==> config.mk <==
export PLATFORM = sky130hd
export DESIGN_NAME = pc_gen_flat
export DESIGN_NICKNAME = d
export VERILOG_FILES = /design/src/rtl/pc_gen_if.sv /design/src/rtl/pc_gen.sv /design/src/flat_wrapper.sv
export SDC_FILE = /design/constraint.sdc
export NUM_CORES = 1
export LEC_CHECK = 0
export ABC_AREA = 1
export CAP_MARGIN = 15
export CORE_AREA = 2 2 101 103
export DETAILED_ROUTE_END_ITERATION = 10
export DIE_AREA = 0 0 103 105
export PLACE_DENSITY = 0.72
export SYNTH_ARGS = -nofsm -noshare
export SYNTH_HDL_FRONTEND = slang
export SYNTH_SLANG_ARGS = --single-unit
==> constraint.sdc <==
create_clock -name clk -period 1.9 [get_ports clk]
set_input_delay 0.38 -clock clk [delete_from_list [all_inputs] [get_ports clk]]
set_output_delay 0.38 -clock clk [all_outputs]
set_load 0.02 [all_outputs]
==> src/rtl/pc_gen_if.sv <==
// Fetch-address handshake bundle between the redirect/stall logic, pc_gen and the IF stage.
// The master side is the address generator; the slave side is its environment.
interface pc_gen_if #(
    parameter int XLEN = 32
);
    logic [1:0]      stall;
    logic            flush_valid;
    logic [XLEN-1:0] flush_target;
    logic            br_valid;
    logic [XLEN-1:0] br_target;
    logic            req_ready_i;
    logic [XLEN-1:0] pc_o;
    logic            pc_valid_o;
    logic            misalign_o;

    modport master (
        input  stall, flush_valid, flush_target, br_valid, br_target, req_ready_i,
        output pc_o, pc_valid_o, misalign_o
    );

    modport slave (
        output stall, flush_valid, flush_target, br_valid, br_target, req_ready_i,
        input  pc_o, pc_valid_o, misalign_o
    );
endinterface

==> src/rtl/pc_gen.sv <==
// Fetch-address generator: sequential stepping, flush/branch redirects with fixed priority,
// and a one-entry buffer that holds redirects arriving while the front end is stalled.
module pc_gen #(
    parameter int              XLEN       = 32,
    parameter logic [XLEN-1:0] RESET_VEC  = '0,
    parameter int              INST_BYTES = 4
) (
    input  logic      clk,
    input  logic      rst,
    pc_gen_if.master  bus
);
    localparam logic [XLEN-1:0] STEP       = XLEN'(INST_BYTES);
    localparam logic [XLEN-1:0] ALIGN_MASK = XLEN'(INST_BYTES - 1);

    typedef enum logic {
        IDLE  = 1'b0,
        ISSUE = 1'b1
    } state_t;

    localparam logic [1:0] ST_PASS = 2'b00;
    localparam logic [1:0] ST_BUBB = 2'b10;

    state_t          r_state;
    logic [XLEN-1:0] r_pc;
    logic            r_pend_v;
    logic            r_pend_flush;
    logic [XLEN-1:0] r_pend_tgt;

    always_ff @(posedge clk) begin
        if (rst) begin
            r_state      <= IDLE;
            r_pc         <= RESET_VEC;
            r_pend_v     <= 1'b0;
            r_pend_flush <= 1'b0;
            r_pend_tgt   <= '0;
        end else if (bus.stall == ST_PASS) begin
            if (bus.flush_valid || bus.br_valid || r_pend_v) begin
                // A redirect replaces any offered-but-unaccepted request.
                if (bus.flush_valid)   r_pc <= bus.flush_target;
                else if (bus.br_valid) r_pc <= bus.br_target;
                else                   r_pc <= r_pend_tgt;
                r_state      <= ISSUE;
                r_pend_v     <= 1'b0;
                r_pend_flush <= 1'b0;
            end else if (r_state == ISSUE) begin
                if (bus.req_ready_i) r_pc <= r_pc + STEP;
            end else begin
                // Re-issue the bubbled address rather than skipping it.
                r_state <= ISSUE;
            end
        end else begin
            if (bus.stall == ST_BUBB) r_state <= IDLE;
            // A pending flush makes any later branch wrong-path, so it is dropped.
            if (bus.flush_valid) begin
                r_pend_tgt   <= bus.flush_target;
                r_pend_v     <= 1'b1;
                r_pend_flush <= 1'b1;
            end else if (bus.br_valid && !r_pend_flush) begin
                r_pend_tgt <= bus.br_target;
                r_pend_v   <= 1'b1;
            end
        end
    end

    assign bus.pc_o       = r_pc;
    assign bus.pc_valid_o = (r_state == ISSUE);
    assign bus.misalign_o = !rst && (r_state == ISSUE) && (|(r_pc & ALIGN_MASK));
endmodule

==> src/flat_wrapper.sv <==
// flat-port wrapper written by rule: the top's interface ports become plain ports
module pc_gen_flat 
#(
    parameter int              XLEN       = 32,
    parameter logic [XLEN-1:0] RESET_VEC  = '0,
    parameter int              INST_BYTES = 4
)
  (clk, rst, bus_stall, bus_flush_valid, bus_flush_target, bus_br_valid, bus_br_target, bus_req_ready_i, bus_pc_o, bus_pc_valid_o, bus_misalign_o);
  pc_gen_if #(.XLEN(XLEN)) bus_i ();
  input  logic clk;
  input  logic rst;
  input wire logic [$bits(bus_i.stall)-1:0] bus_stall;
  input wire logic [$bits(bus_i.flush_valid)-1:0] bus_flush_valid;
  input wire logic [$bits(bus_i.flush_target)-1:0] bus_flush_target;
  input wire logic [$bits(bus_i.br_valid)-1:0] bus_br_valid;
  input wire logic [$bits(bus_i.br_target)-1:0] bus_br_target;
  input wire logic [$bits(bus_i.req_ready_i)-1:0] bus_req_ready_i;
  output wire logic [$bits(bus_i.pc_o)-1:0] bus_pc_o;
  output wire logic [$bits(bus_i.pc_valid_o)-1:0] bus_pc_valid_o;
  output wire logic [$bits(bus_i.misalign_o)-1:0] bus_misalign_o;
  assign bus_i.stall = bus_stall;
  assign bus_i.flush_valid = bus_flush_valid;
  assign bus_i.flush_target = bus_flush_target;
  assign bus_i.br_valid = bus_br_valid;
  assign bus_i.br_target = bus_br_target;
  assign bus_i.req_ready_i = bus_req_ready_i;
  assign bus_pc_o = bus_i.pc_o;
  assign bus_pc_valid_o = bus_i.pc_valid_o;
  assign bus_misalign_o = bus_i.misalign_o;
  pc_gen #(.XLEN(XLEN), .RESET_VEC(RESET_VEC), .INST_BYTES(INST_BYTES)) u_core (.clk(clk), .rst(rst), .bus(bus_i));
endmodule
==> metrics.cfg <==
[die]
core_um2=9639
rows=36
pin_count=105
dieArea_um2=10820
initial_core_util=0.4413
die_y_um=105
die_w_um=103

[yosys]
ys_seq_area_frac=0.3153
async_reset_ff_frac=0
netlist_instances=702
synth_area_per_cell_um2=6.060
yosysWarnings=0
synth.net_count=774
synth_edf_count=0
syn_area_um2=4254
synth_cell_types=33
synth_flop_cell=dfxtp_1
ys_ff_latch=67

[routing]
routed_wl_mm=14.14
vias=5158
wl_met1_mm=6.516
viasPerCell=5.351
drc=0
drt-initial-drc-count=327
top_layer_used=met4
wire_per_inst_um=14.66
dr_wl_met2_mm=6.607
ant_nets=0
drtPass1Iterations=5
routed-wl-met3_um=880

[clock_tree]
clk_pin_slew_ps=80
clockBufferDepth=2
clk_latency_ps=350
clock_sinks=67
cts_buffers=9
cts_tree=built
cts_root_buf=clkbuf_8
h-tree-depth=3

[timing]
max_slew.worst_pin.slew_ps=365.2
slew_headroom=0.7556
max_freq_ghz=0.5393
slew_viol_final=0
whs_ps=524.1
rsz0062_at_grt=false
setup_ws_ps=45.90
final-setup-viol-count=0
final_hold_viol_count=0
finalCritPeriodShare=0.9758
skew_ps=7.534
finalSetupTns_ps=0
period_needed_ps=1854

[grt]
grt_pass1_vias=4805
grtUsageTotal=0.2663
antenna_found_initial=0
grt_max_degree=32
grt_pass1_wl_mm=23.10
overflow=0

[outcome]
outcome=complete, no violations

[setup_path]
critPathMaxStageDelay_ps=660
worstPathRequired_ps=1520
start_kind=flip-flop
timing.setup.critical_path_class=flip-flop to output port
crit_fanout=6
cp-end-kind=output port
cp_top_family=buffers and inverters
crit_chain=clkdlybuf4s50_1
cp_slowest_cell=clkdlybuf4s50_1
cp.buffers_inverters=1
arrival_ps=1470

[power]
power_density_nw_per_um2=659.1
p_total_uw=3915
p_int_uw=2731
switching_share=0.3023
ir_drop_v=0.0003855
combPwrFrac=0.234
p_switching_uw=1183
leakagePower_uw=0.002273
seqPwrFrac=0.410
power.share.clock=0.356

[worst_hold_path]
hold_class=flip-flop to flip-flop

[cells_and_area]
area_growth_syn_to_layout_pct=39.62
layout_common_cells=205 x nand2_1, 102 x clkdlybuf4s50_1, 100 x o21ai_0
diodes=0
seqCellArea_um2=1343
nNetsFinal=898
multi_input_area_um2=2515
mostFrequentLayoutCell=nand2_1
final_cell_area_um2=5939
fill_cells=947
layout-drive-gt1-share=0.1071

[placement]
pre_cts_ws_ps=-255.1
hpwl_mm=10.56
port_buffers=104
place.gp.congestion=0.9019
placed_area_um2=5707

[flow_run]
maxCapViolCount=0

-- metrics by stage --
stage,instances,util
after floorplan,702,-
after detailed placement,948,0.5920
after global placement,948,0.5920
after CTS,964,0.6153
final,964,0.6162
after global routing,964,0.6162
-- logic make-up after synthesis --
group	count (synthesis)	share of synthesized area
buffers and inverters	97	0.09470
AO/OA/AOI/OAI	201	0.2594
XOR/XNOR	2	0.004118
adder cells (fa/ha/maj)	1	0.002941
flip-flops	67	0.3153
AND/OR/NAND/NOR	334	0.3235
-- power groups by stage --
stage | logic, uW | registers (uW) | clock network, uW
6_report | 917 | 1600 | 1390
4_1_cts | 910 | 1600 | 1400
3_5_place_dp | 906 | 1630 | 0
3_3_place_gp | 887 | 1630 | 0
2_1_floorplan | 420 | 1660 | 0
5_1_grt | 1010 | 1620 | 1460
-- cells in the mapped netlist (2+ instances only) --
cell / number / area share
nand2_2: 3 / 0.0044
nand2_1: 206 / 0.18
inv_2: 5 / 0.0044
clkbuf_1: 20 / 0.018
dfxtp_1: 67 / 0.32
a21oi_1: 42 / 0.049
or2_2: 5 / 0.0074
inv_1: 43 / 0.038
o21ai_1: 3 / 0.0035
buf_2: 16 / 0.019
clkinv_1: 8 / 0.0071
and2_1: 2 / 0.0029
o21bai_1: 2 / 0.0035
nand3_1: 33 / 0.039
buf_4: 3 / 0.0053
nor2_2: 3 / 0.0044
nor2_1: 73 / 0.064
a31oi_1: 34 / 0.050
nand3b_1: 2 / 0.0035
nor2_4: 2 / 0.0053
o211ai_1: 19 / 0.034
o21ai_0: 100 / 0.12
-- worst min-delay path, stage by stage (launching register included) --
cell and delay (ps):
dfxtp_1 340, nand2_1 70, a21oi_1 60
-- state kept, by name, indices dropped and copies added, names as in the netlist --
signal	cells
u_core.r_pend_flush	1
u_core.bus.pc_valid_o	1
u_core.r_pend_tgt	32
u_core.r_pend_v	1
u_core.bus.pc_o	32
-- repair_timing --
item                       in CTS  in global routing
gates resized for setup         1                  4
setup endpoints to repair       1                  7
hold buffers                    0                  0
setup buffers                   0                  0
pin swaps                       0                  1
-- layout make-up --
type / count / share of cell area
flip-flops and latches: 67 / 0.2260
multi-input cells: 538 / 0.4234
inverters: 56 / 0.03539
clock buffers: 10 / 0.02317
clock inverters: 6 / 0.01475
repair buffers: 154 / 0.2492
well taps: 133 / 0.02802
-- worst paths after layout --
| check | from | end | slack (ps) | cells past startpoint |
|---|---|---|---|---|
| min | u_core.bus.pc_valid_o | u_core.bus.pc_valid_o | 520 | 2 |
| min reg2reg | u_core.bus.pc_valid_o | u_core.bus.pc_valid_o | 520 | 2 |
| max reg2reg | u_core.bus.pc_o[3] | u_core.bus.pc_o[14] | 210 | 10 |
| max | u_core.bus.pc_o[24] | bus_pc_o[24] | 50 | 1 |
-- layer usage --
metal / vias to the layer above / GRT usage
li1: 2578 / -
met1: 2375 / 0.3866
met2: 191 / 0.4170
met3: 14 / 0.02809
met4: 0 / 0.07049
met5: - / 0
(Power assumes the default switching activity.)
